### src/rtl/pll_reconfig_seq_if.sv
// pll_reconfig_seq_if: Avalon-MM write-only reconfiguration management bus
// between the sequencer (master) and the pll_cfg reconfig block (slave).
interface pll_reconfig_seq_if;
  logic [5:0]  address;
  logic [31:0] writedata;
  logic        write;
  logic        waitrequest;

  modport master (output address, output writedata, output write, input waitrequest);
  modport slave  (input address, input writedata, input write, output waitrequest);
endinterface

### src/rtl/pll_reconfig_seq.sv
// pll_reconfig_seq: runs the eight-write PLL reconfiguration for a preset,
// pulses the PLL reset and waits for lock before reporting completion.
// Optional feature macro: PLLSEQ_LOCK_TIMEOUT_EN adds a lock-wait timeout
// that returns to idle with a one-cycle error pulse.
//
//   state    | meaning
//   IDLE     | ready, waiting for req
//   WRITE    | mgmt write strobe high until waitrequest drops
//   GAP      | SETTLE idle cycles after each completed write
//   PRST     | pll_reset high for RESET_CYCLES cycles
//   HOLDOFF  | LOCK_HOLDOFF cycles with pll_locked ignored
//   LOCKWAIT | waiting for pll_locked
module pll_reconfig_seq #(
  parameter int NUM_PRESETS  = 38,
  parameter int SETTLE       = 8,
  parameter int RESET_CYCLES = 2,
  parameter int LOCK_HOLDOFF = 16,
  parameter int LOCK_TIMEOUT = 5000000
) (
  input  logic                 clk,
  input  logic                 reset,
  input  logic                 req,
  input  logic [5:0]           preset,
  output logic                 ready,
  output logic                 done,
  output logic                 error,
  output logic [5:0]           cur_preset,
  output logic [5:0]           tbl_idx,
  input  logic [31:0]          tbl_m,
  input  logic [31:0]          tbl_k,
  input  logic [31:0]          tbl_c0,
  pll_reconfig_seq_if.master   mgmt,
  input  logic                 pll_locked,
  output logic                 pll_reset
);

  typedef enum logic [2:0] {IDLE, WRITE, GAP, PRST, HOLDOFF, LOCKWAIT} state_t;

  // One shared down-counter covers gap, reset and holdoff; it only ever holds
  // (length - 1), so its width comes from the largest of the three lengths.
  localparam int CNT_MAX = (SETTLE > RESET_CYCLES)
                           ? ((SETTLE > LOCK_HOLDOFF) ? SETTLE : LOCK_HOLDOFF)
                           : ((RESET_CYCLES > LOCK_HOLDOFF) ? RESET_CYCLES : LOCK_HOLDOFF);
  localparam int CW = (CNT_MAX > 1) ? $clog2(CNT_MAX) : 1;
  localparam logic [5:0] LAST_PRESET = 6'(NUM_PRESETS - 1);

  // Every counter is loaded with (length - 1), so zero lengths cannot work.
  if (SETTLE < 1 || RESET_CYCLES < 1 || LOCK_HOLDOFF < 1 || LOCK_TIMEOUT < 1 ||
      NUM_PRESETS < 1 || NUM_PRESETS > 64) begin : g_bad_params
    $error("pll_reconfig_seq: parameter out of range");
  end

  state_t        state, state_next;
  logic [CW-1:0] cnt, cnt_val;
  logic [2:0]    widx;
  logic          cnt_load, accept, lock_ok, widx_inc, done_q;

`ifdef PLLSEQ_LOCK_TIMEOUT_EN
  localparam int TW = $clog2(LOCK_TIMEOUT + 1);
  logic [TW-1:0] tmo_cnt;
  logic          tmo_hit, timeout, err_q;

  assign tmo_hit = (tmo_cnt == '0);
  assign error   = err_q;

  // Lock-wait timer: preloaded outside LOCKWAIT, counts down while waiting.
  always_ff @(posedge clk) begin
    if (reset) begin
      tmo_cnt <= '0;
      err_q   <= 1'b0;
    end else begin
      err_q <= timeout;
      if (state != LOCKWAIT)
        tmo_cnt <= TW'(LOCK_TIMEOUT - 1);
      else if (!tmo_hit)
        tmo_cnt <= tmo_cnt - 1'b1;
    end
  end
`else
  assign error = 1'b0;
`endif

  assign done = done_q;

  // State register.
  always_ff @(posedge clk) begin
    if (reset) state <= IDLE;
    else       state <= state_next;
  end

  // Datapath registers: latched preset, write index, shared timer, result.
  always_ff @(posedge clk) begin
    if (reset) begin
      cnt        <= '0;
      widx       <= 3'd0;
      tbl_idx    <= 6'd0;
      cur_preset <= 6'd0;
      done_q     <= 1'b0;
    end else begin
      done_q <= lock_ok;
      if (accept) begin
        tbl_idx <= (preset > LAST_PRESET) ? LAST_PRESET : preset;
        widx    <= 3'd0;
      end else if (widx_inc) begin
        widx <= widx + 3'd1;
      end
      if (cnt_load)         cnt <= cnt_val;
      else if (cnt != '0)   cnt <= cnt - 1'b1;
      if (lock_ok)          cur_preset <= tbl_idx;
    end
  end

  // Next-state logic and state-decoded outputs.
  always_comb begin
    state_next     = state;
    ready          = 1'b0;
    pll_reset      = 1'b0;
    mgmt.write     = 1'b0;
    mgmt.address   = 6'd0;
    mgmt.writedata = 32'd0;
    cnt_load       = 1'b0;
    cnt_val        = '0;
    accept         = 1'b0;
    lock_ok        = 1'b0;
    widx_inc       = 1'b0;
`ifdef PLLSEQ_LOCK_TIMEOUT_EN
    timeout        = 1'b0;
`endif
    case (state)
      IDLE: begin
        ready = 1'b1;
        if (req) begin
          accept     = 1'b1;
          state_next = WRITE;
        end
      end
      WRITE: begin
        mgmt.write = 1'b1;
        case (widx)
          3'd0: begin mgmt.address = 6'd0; mgmt.writedata = 32'd0;       end
          3'd1: begin mgmt.address = 6'd4; mgmt.writedata = tbl_m;       end
          3'd2: begin mgmt.address = 6'd7; mgmt.writedata = tbl_k;       end
          3'd3: begin mgmt.address = 6'd3; mgmt.writedata = 32'h10000;   end
          3'd4: begin mgmt.address = 6'd5; mgmt.writedata = tbl_c0;      end
          3'd5: begin mgmt.address = 6'd9; mgmt.writedata = 32'd1;       end
          3'd6: begin mgmt.address = 6'd8; mgmt.writedata = 32'd7;       end
          default: begin mgmt.address = 6'd2; mgmt.writedata = 32'd0;    end
        endcase
        if (!mgmt.waitrequest) begin
          state_next = GAP;
          cnt_load   = 1'b1;
          cnt_val    = CW'(SETTLE - 1);
        end
      end
      GAP: begin
        if (cnt == '0) begin
          if (widx == 3'd7) begin
            state_next = PRST;
            cnt_load   = 1'b1;
            cnt_val    = CW'(RESET_CYCLES - 1);
          end else begin
            state_next = WRITE;
            widx_inc   = 1'b1;
          end
        end
      end
      PRST: begin
        pll_reset = 1'b1;
        if (cnt == '0) begin
          state_next = HOLDOFF;
          cnt_load   = 1'b1;
          cnt_val    = CW'(LOCK_HOLDOFF - 1);
        end
      end
      HOLDOFF: begin
        if (cnt == '0) state_next = LOCKWAIT;
      end
      LOCKWAIT: begin
        if (pll_locked) begin
          lock_ok    = 1'b1;
          state_next = IDLE;
        end
`ifdef PLLSEQ_LOCK_TIMEOUT_EN
        else if (tmo_hit) begin
          timeout    = 1'b1;
          state_next = IDLE;
        end
`endif
      end
      default: state_next = IDLE;
    endcase
  end

endmodule

### src/flat_wrapper.sv
// flat-port wrapper written by rule: the top's interface ports become plain ports
module pll_reconfig_seq_flat 
#(
  parameter int NUM_PRESETS  = 38,
  parameter int SETTLE       = 8,
  parameter int RESET_CYCLES = 2,
  parameter int LOCK_HOLDOFF = 16,
  parameter int LOCK_TIMEOUT = 5000000
)
  (clk, reset, req, preset, ready, done, error, cur_preset, tbl_idx, tbl_m, tbl_k, tbl_c0, pll_locked, pll_reset, mgmt_address, mgmt_writedata, mgmt_write, mgmt_waitrequest);
  pll_reconfig_seq_if mgmt_i ();
  input  logic clk;
  input  logic reset;
  input  logic req;
  input  logic [5:0] preset;
  output logic ready;
  output logic done;
  output logic error;
  output logic [5:0] cur_preset;
  output logic [5:0] tbl_idx;
  input  logic [31:0] tbl_m;
  input  logic [31:0] tbl_k;
  input  logic [31:0] tbl_c0;
  input  logic pll_locked;
  output logic pll_reset;
  output wire logic [$bits(mgmt_i.address)-1:0] mgmt_address;
  output wire logic [$bits(mgmt_i.writedata)-1:0] mgmt_writedata;
  output wire logic [$bits(mgmt_i.write)-1:0] mgmt_write;
  input wire logic [$bits(mgmt_i.waitrequest)-1:0] mgmt_waitrequest;
  assign mgmt_address = mgmt_i.address;
  assign mgmt_writedata = mgmt_i.writedata;
  assign mgmt_write = mgmt_i.write;
  assign mgmt_i.waitrequest = mgmt_waitrequest;
  pll_reconfig_seq #(.NUM_PRESETS(NUM_PRESETS), .SETTLE(SETTLE), .RESET_CYCLES(RESET_CYCLES), .LOCK_HOLDOFF(LOCK_HOLDOFF), .LOCK_TIMEOUT(LOCK_TIMEOUT)) u_core (.clk(clk), .reset(reset), .req(req), .preset(preset), .ready(ready), .done(done), .error(error), .cur_preset(cur_preset), .tbl_idx(tbl_idx), .tbl_m(tbl_m), .tbl_k(tbl_k), .tbl_c0(tbl_c0), .mgmt(mgmt_i), .pll_locked(pll_locked), .pll_reset(pll_reset));
endmodule
### config.mk
export PLATFORM = sky130hd
export DESIGN_NAME = pll_reconfig_seq_flat
export DESIGN_NICKNAME = d
export VERILOG_FILES = /design/src/rtl/pll_reconfig_seq_if.sv /design/src/rtl/pll_reconfig_seq.sv /design/src/flat_wrapper.sv
export SDC_FILE = /design/constraint.sdc
export NUM_CORES = 1
export LEC_CHECK = 0
export CAP_MARGIN = 20
export CORE_MARGIN = 2
export CORE_UTILIZATION = 31
export CTS_CLUSTER_SIZE = 16
export DETAILED_ROUTE_END_ITERATION = 10
export PLACE_DENSITY = 0.88
export SLEW_MARGIN = 20
export SYNTH_ARGS = -nofsm -noshare
export SYNTH_HDL_FRONTEND = slang
export SYNTH_SLANG_ARGS = --single-unit
### constraint.sdc
create_clock -name clk -period 2.1 [get_ports clk]
set_clock_uncertainty 0.1 [all_clocks]
set_input_delay 0.42 -clock clk [delete_from_list [all_inputs] [get_ports clk]]
set_output_delay 0.42 -clock clk [all_outputs]
set_load 0.05 [all_outputs]
==> summary.txt, run 1 <==
Run status
  – Status: complete, but fails checks
  – Violated checks: setup timing

Power
  – VDD IR max: between 0.0003 and 0.0004 V
  – Power Internal: 1.19 mW
  – Clock share of power: 0.150
  – Gate power share: 0.561
  – Power per cell area: 405 nW/um2
  – Net Sw Frac: 0.371
  – Sequential Power Share: 0.289
  – NetSw: roughly 0.7 mW
  – LEAKAGE: 1.61 nW

GRT
  – Initial antenna violation count: 0
  – GR Overflow Total: 0
  – GRT Total Usage: 0.249
  – Vias in the first global route: slightly below 3000
  – Largest net degree at the start of global routing: 23
  – First-pass GRT wire length: 14800 um

Floorplan
  – DIE HEIGHT: 86.0 um
  – I/O pin cnt: 162
  – Die X-Extent: 86.0 um
  – Row count: 29
  – Initial core utilization: 0.325
  – Total core area: 6420 um2
  – Die ar.: between 7000 and 8000 um2

Clock tree
  – Clock root cell: clkbuf_8
  – Number of CTS-inserted buffers: 3
  – Clk sinks: 23
  – Clk slew on worst S/H paths: 80 ps
  – Htree depth: 1
  – TritonCTS clock tree: built
  – Hold buffer count at CTS: 0
  – Max Root-Sink Buffers: 2
  – Worst skew pair latency: around 270 ps

Critical path
  – FF-to-FF setup slack: 200 ps
  – CP Class: flop to primary output
  – CP endpoint: mgmt_writedata[3]
  – Crit path from: u_core.widx[1]$_SDFFE_PP0P_
  – Setup crit end kind: primary output
  – Crit path max fanout: 7
  – End of the worst register-to-register path: u_core.widx[1]$_SDFFE_PP0P_
  – Type of origin of the critical path: flop
  – R2R Path Start: u_core.widx[0]$_SDFFE_PP0P_
  – Critical path required time: 1580 ps
  – Worst path arrival time: 1930 ps
  – FF-to-FF path depth: 8

Logic synthesis
  – Synth Flop Type: dfxtp_1
  – Multiplexer share of the synthesized area: 0.0444
  – Ys Warns: 0
  – Share of flip-flops with an asynchronous set or reset: 0
  – Main combinational cell family by area after synthesis: compound AO/OA/AOI/OAI gates
  – Synthesized area: 2090 um2
  – Synth Area in XOR/XNOR: 0.0126
  – Area share of and/or/nand/nor cells after synthesis: 0.244
  – Post-synth EDFFs: 0
  – Yosys cell types: 49
  – Complex-gate fraction of the synthesized area: 0.354
  – Post-synthesis adder-cell area fraction: 0.0420
  – Sequential-to-total area share from yosys stat: 0.221
  – Mapped Avg Cell Area: 7.96 um2
  – Seq cells post-synth: 23
  – Post-Syn Instances: 262

Route
  – Routed WL: around 9500 um
  – DR iter-0 viols: 107
  – WL/cell: 18.2 um
  – DRC errors left: 0
  – Vias: 2782
  – Post-route ant nets: 0
  – Drt pass-1 iters: 6
  – Vias/cell: about 5.3

Final layout
  – Layout area overhead: 124%
  – Antenna diodes: 0
  – Post-layout util: 0.728
  – Non-Filler Instances: ~520
  – Nets@finish: 561
  – Share of cells above drive strength 1: 0.361

Timing
  – Final hold vios: 0
  – Unrepaired setup endpoints after global routing: true
  – Min cycle time layout: about 2500 ps
  – Relative slew slack: 0.668
  – Final WS setup: -350 ps
  – Worst slew pin tran: 486 ps
  – Pins Over Slew Limit: 0
  – Final setup TNS: -11420 ps
  – Final setup vio count: 36
  – Final Cycle Share: 1.17
  – FMAX: between 400 and 500 MHz

Run
  – Max_cap viols: 0

Placement
  – PortBufs: between 150 and 200
  – Dpl cells: just over 500
  – GPL Wtd Cong: 0.792
  – Detailed placement HPWL: 7250 um

Min path
  – Worst hold path type: flop to flop
## sequential cells by signal (all words and copies together), names as in the netlist
| name | count |
|---|---|
| u_core.tbl_idx | 6 |
| u_core.widx | 3 |
| u_core.done | 1 |
| u_core.cur_preset | 6 |
| u_core.cnt | 4 |
| u_core.state | 3 |
## power by group through the flow
stage                     sequential (mW)  combinational [mW]  clock, mW
final                               0.546                1.06      0.284
after global routing                0.557                1.14      0.300
after CTS                           0.547                1.05      0.292
after detailed placement            0.557                1.02          0
after global placement              0.552               0.992          0
after floorplan                     0.594               0.538          0
## cell usage after synthesis, drive strengths merged, types with 3 or more instances
library cell  number  share of area
nor2b              5          0.015
mux2i              7          0.034
buf               14          0.046
a21oi             41           0.15
and2               3         0.0090
a22oi             30           0.11
dfxtp             23           0.22
clkbuf            11          0.020
nor3               8          0.019
nand2             39          0.070
a221oi             4          0.017
inv                8          0.014
nor2              22          0.043
o21ai              3         0.0072
ha                 7          0.042
nor3b              4          0.022
a211oi             3          0.011
## metal layers
metal / track usage / vias to the layer above / routed length, um
met1: 0.273 / 1301 / 3410
li1: - / 1317 / -
met2: 0.466 / 137 / 5140
met4: 0.0924 / 0 / 284
met5: 0 / - / 0
met3: 0.0510 / 27 / 696
## worst min path at each step
| stage | start | to | slack [ps] | cells after the start |
|---|---|---|---|---|
| 2_1_floorplan | reset | u_core.state[0]$_SDFFE_PP0P_ | 380 | 1 |
| 3_3_place_gp | u_core.tbl_idx[4]$_SDFFE_PP0P_ | u_core.tbl_idx[4]$_SDFFE_PP0P_ | 370 | 2 |
| 3_5_place_dp | u_core.tbl_idx[4]$_SDFFE_PP0P_ | u_core.tbl_idx[4]$_SDFFE_PP0P_ | 370 | 2 |
| 4_1_cts | u_core.tbl_idx[4]$_SDFFE_PP0P_ | u_core.tbl_idx[4]$_SDFFE_PP0P_ | 390 | 2 |
| 5_1_grt | u_core.tbl_idx[4]$_SDFFE_PP0P_ | u_core.tbl_idx[4]$_SDFFE_PP0P_ | 420 | 2 |
| 6_report | u_core.tbl_idx[4]$_SDFFE_PP0P_ | u_core.tbl_idx[4]$_SDFFE_PP0P_ | 390 | 2 |
## kinds of logic (layout without fill, tap and decap cells)
group / Yosys count / in the layout
AO/OA/AOI/OAI: 93 / 93
XOR/XNOR: 3 / 3
adder cells (fa/ha/maj): 7 / 7
buffers and inverters: 33 / 215
flip-flops: 23 / 23
multiplexers: 9 / 9
other: 1 / 3
AND/OR/NAND/NOR: 93 / 93
## repair_timing
action / CTS / global route
gates resized for setup: 48 / 8
endpoints found under the setup margin: 36 / 36
pin swaps: 3 / 0
setup buffers: 4 / 1
## critical path, cell delays in order, from the launching register on
cell,delay [ps]
dfxtp_2,340
inv_2,60
ha_4,160
and2_4,160
o41ai_4,350
buf_4,220
buf_12,150
a21oi_4,40
buf_6,160
## cell usage in the layout (no fill, tap or decap), types with 3 or more instances in the layout
cell and count:
a211oi_1 3, a21oi_1 10, a21oi_2 3, a21oi_4 28, a22oi_1 23, a22oi_2 7
buf_12 23, buf_4 38, buf_6 23, clkbuf_8 3, clkdlybuf4s50_1 119, conb_1 3
dfxtp_1 19, dfxtp_2 4, ha_4 4, inv_1 5, mux2i_1 7, nand2_1 39
nor2_1 18, nor2b_1 3, nor3_1 7, o21ai_0 3
## through the flow
stage / power [mW] / setup WS (ps) / area, um2 / hold slack, ps
2_1_floorplan: 1.13 / -382 / 2340 / 384
3_3_place_gp: 1.54 / -117 / 4360 / 369
3_5_place_dp: 1.58 / -158 / 4360 / 371
4_1_cts: 1.89 / -319 / 4630 / 386
5_1_grt: 2.00 / -407 / 4680 / 419
6_report: 1.89 / -350 / 4680 / 390
## area by class of cell
class                      instances  area (um2)
timing repair buffer             203        2200
multi-input combinational        208        1840
fill                             442        1750
sequential                        23         465
tap                               77        96.3
clock buffer                       3        41.3
inverter                           8        32.5
clock inverter                     1        5.00
Power figures use the tool's default switching activity.
==> run 2, diff against run 1 <==
ABC_AREA = 1   (was unset)
CORE_UTILIZATION = 34   (was 31)
HOLD_SLACK_MARGIN = 0.06   (was unset)
PLACE_DENSITY = 0.91   (was 0.88)
clock period = 2.65 ns   (was 2.1 ns; I/O delays follow)
==> summary.txt, run 2 <==
Run status
  – Status: completed

Timing
  – Pins Over Slew Limit: 0 (unchanged)
  – Final setup vio count: 0 (-100%)
  – Worst slew pin tran: 525 ps (+38.8 ps)
  – Final hold vios: 0 (unchanged)
  – Final WS setup: 108 ps (+458 ps)
  – Relative slew slack: 0.649 (-0.0186)
  – Final setup TNS: 0 ps (+11420 ps)
  – Final Cycle Share: 0.959
  – Min cycle time layout: 2540 ps
  – FMAX: around 390 MHz

Critical path
  – Crit path max fanout: 20 (+13)
  – FF-to-FF path depth: 6 (-2)
  – End of the worst register-to-register path: u_core.widx[1]$_SDFFE_PP0P_
  – FF-to-FF setup slack: 1030 ps (+830 ps)
  – Type of origin of the critical path: flop
  – R2R Path Start: u_core.cnt[0]$_SDFFE_PP0P_
  – Critical path cell sequence: inv_1 -> ha_1 -> nand2_2 -> clkinvlp_4 -> buf_12 -> nand2_1 -> nand3_1 -> nand2_1 -> inv_1 -> buf_12
  – CP max stage delay: 380 ps (+30 ps)
  – CP Class: flop to primary output
  – Setup crit end kind: primary output
  – Worst path arrival time: 1910 ps (-20 ps)
  – Critical path required time: 2020 ps (+440 ps)
  – Slowest-stage cell, CP: dfxtp_1

Run
  – Max_cap viols: 0 (unchanged)

Logic synthesis
  – Post-synth EDFFs: 0 (unchanged)
  – Synthesized area: 2070 um2 (-0.78%)
  – Seq cells post-synth: 23 (unchanged)
  – Most frequent cell after synthesis: nand2_1
  – Area leader, netlist: nand2_1
  – Synth Flop Type: dfxtp_1
  – Top cells by area, synth: nand2_1 (28%), dfxtp_1 (22%), inv_1 (10%)
  – Post-Syn Instances: 374 (+43%)
  – Top cell type's share of synthesized area: 0.278 (+0.0568)
  – Ys Warns: 0 (unchanged)
  – Mapped Avg Cell Area: 5.53 um2 (-30%)
  – Sequential-to-total area share from yosys stat: 0.222 (+0.00174)
  – Share of flip-flops with an asynchronous set or reset: 0 (unchanged)
  – Yosys cell types: 30 (-39%)
  – Synth cell count leaders: nand2_1 (153), inv_1 (57), nand3_1 (36), dfxtp_1 (23), nor2_1 (23)

Min path
  – WHS Endpoint: u_core.cur_preset[5]$_SDFFE_PP0P_
  – Worst hold path type: flop to flop
  – Hold Path Stages: 2 (unchanged)
  – Hold Path Origin: u_core.cur_preset[5]$_SDFFE_PP0P_

Placement
  – Detailed placement HPWL: 6950 um (-4.1%)
  – Dpl cells: 597 (+16%)
  – Worst slack, placed: 314 ps (+472 ps)
  – Placed Area: 4090 um2 (-6.2%)
  – GPL Wtd Cong: 0.847 (+6.9%)
  – PortBufs: 158 (unchanged)

Final layout
  – Non-Filler Instances: 606 (+16%)
  – Top flop regs: u_core.cur_preset: 6 flops, u_core.tbl_idx: 6 flops, u_core.cnt: 4 flops
  – Most frequent cells in the layout: nand2_1 (152), clkdlybuf4s50_1 (121), inv_1 (55)
  – Post-route design area: 4190 um2 (-10%)
  – Antenna diodes: 0 (unchanged)
  – Fillers: 450 (+1.8%)
  – Most common cell after layout, fill and taps aside: nand2_1
  – Nets@finish: 646 (+15%)
  – Layout area overhead: 102%
  – Share of cells above drive strength 1: 0.122 (-0.239)

GRT
  – GRT Total Usage: 0.246 (-0.00296)
  – Vias in the first global route: 2722 (-6.9%)
  – First-pass GRT wire length: 13000 um (-12%)
  – Largest net degree at the start of global routing: 30 (+30%)
  – Initial antenna violation count: 0 (unchanged)
  – GR Overflow Total: 0 (unchanged)

Floorplan
  – Die ar.: 6730 um2 (-9.1%)
  – DIE HEIGHT: 82.0 um (-4.7%)
  – Die X-Extent: 82.0 um (-4.7%)
  – Total core area: 5890 um2 (-8.4%)
  – Row count: 28 (-3.4%)
  – Initial core utilization: 0.352 (+0.0269)
  – I/O pin cnt: 162 (unchanged)

Power
  – Power per cell area: 491 nW/um2 (+21%)
  – VDD IR max: 0.000542 V (+39%)
  – PnR Total Power: 2.06 mW (+8.8%)
  – LEAKAGE: 1.96 nW (+22%)

Route
  – Drt pass-1 iters: 4 (-2)
  – Routed WL: 8660 um (-9.2%)
  – Vias: 3002 (+7.9%)
  – Post-route ant nets: 0 (unchanged)
  – WL/cell: 14.3 um (-22%)
  – DRC errors left: 0 (unchanged)
  – DR iter-0 viols: 135 (+26%)
  – Vias/cell: 4.95 (-6.9%)

Clock tree
  – Clk sinks: 23 (unchanged)
  – Clock root cell: clkbuf_8
  – Number of CTS-inserted buffers: 3 (unchanged)
  – TritonCTS clock tree: built
  – Clk slew on worst S/H paths: 80 ps (about the same)
  – Max Root-Sink Buffers: 2 (unchanged)
  – Worst skew pair latency: 260 ps (about the same)
  – Htree depth: 1 (unchanged)
## run 2: changes by cell type after synthesis, moves of 4 or more
| cell | previous run | this run |
|---|---|---|
| nor2_1 | 19 | 23 |
| a31oi_1 | 1 | 5 |
| a21oi_2 | 29 | 1 |
| nand2_1 | 39 | 153 |
| nand3_1 | 2 | 36 |
| nor2b_1 | 5 | 0 |
| a22oi_1 | 30 | 1 |
| inv_1 | 7 | 57 |
| a221oi_1 | 4 | 0 |
| o21ai_0 | 3 | 13 |
| nor3_1 | 8 | 2 |
| clkbuf_1 | 11 | 1 |
| nand4_1 | 0 | 4 |
| mux2i_1 | 7 | 0 |
## run 2: metrics by stage
step                      hold slack [ps]   util
final                                 356  0.712
after global routing                  379  0.712
after CTS                             361  0.702
after detailed placement              347  0.695
after global placement                335  0.695
after floorplan                       340      -
## run 2: worst max-delay path by stage
| stage | startpoint | endpoint | slack [ps] |
|---|---|---|---|
| floorplan | u_core.widx[0]$_SDFFE_PP0P_ | mgmt_writedata[16] | 30 |
| global placement | u_core.widx[0]$_SDFFE_PP0P_ | mgmt_writedata[16] | 410 |
| detailed placement | u_core.widx[1]$_SDFFE_PP0P_ | mgmt_writedata[4] | 310 |
| CTS | u_core.widx[1]$_SDFFE_PP0P_ | mgmt_writedata[4] | 30 |
| global route | u_core.widx[1]$_SDFFE_PP0P_ | mgmt_writedata[8] | -9 |
| finish | u_core.widx[1]$_SDFFE_PP0P_ | mgmt_writedata[4] | 110 |
## run 2: cell families after synthesis
family / after synthesis / synth area share
and+or+nand+nor: 224 / 0.451
buffers and inverters: 78 / 0.163
xor gates and xnor gates: 3 / 0.0127
other: 1 / 0.00181
adders and majority gates: 7 / 0.0423
AOI/OAI and AO/OA: 38 / 0.106
DFF: 23 / 0.222
## run 2: layout make-up
cell class | instances | area, um2 | area share
well taps | 75 | 93.8 | 0.0224
flip-flops and latches | 23 | 460 | 0.110
clock buffers | 4 | 45.0 | 0.0108
multi-input cells | 275 | 1290 | 0.308
inverters | 61 | 233 | 0.0556
repair buffers | 168 | 2060 | 0.493
## run 2: power breakdown
group	total, mW	switching (mW)	internal [mW]
clock	0.217	0.109	0.107
combinational	1.35	0.794	0.554
sequential	0.493	0.0694	0.423
## run 2: timing repair
action | CTS | global route
buffers inserted | 0 | 5
hold buffers | 0 | 0
setup endpoints to repair | 0 | 29
gates resized for setup | 0 | 5
## run 2: per-layer routing
layer / global-route usage / up-vias / part of all wire
li1: - / 1465 / -
met1: 0.271 / 1360 / 0.37
met2: 0.438 / 147 / 0.49
met3: 0.0802 / 30 / 0.11
met4: 0.0900 / 0 / 0.030
met5: 0 / - / 0
## run 2: worst max-delay path, delay by kind of cell (launching register included)
kind / cells / cell delay [ps]
AND/OR/NAND/NOR: 4 / 330
flip-flops: 1 / 380
buffers and inverters: 5 / 680
adder cells (fa/ha/maj): 1 / 230
==> run 3, diff against run 2 <==
CTS_CLUSTER_SIZE = 8   (was 16)
HOLD_SLACK_MARGIN = unset   (was 0.06)
==> results of run 3 <==
Final layout, timing and power as in run 2 (identical DEF).
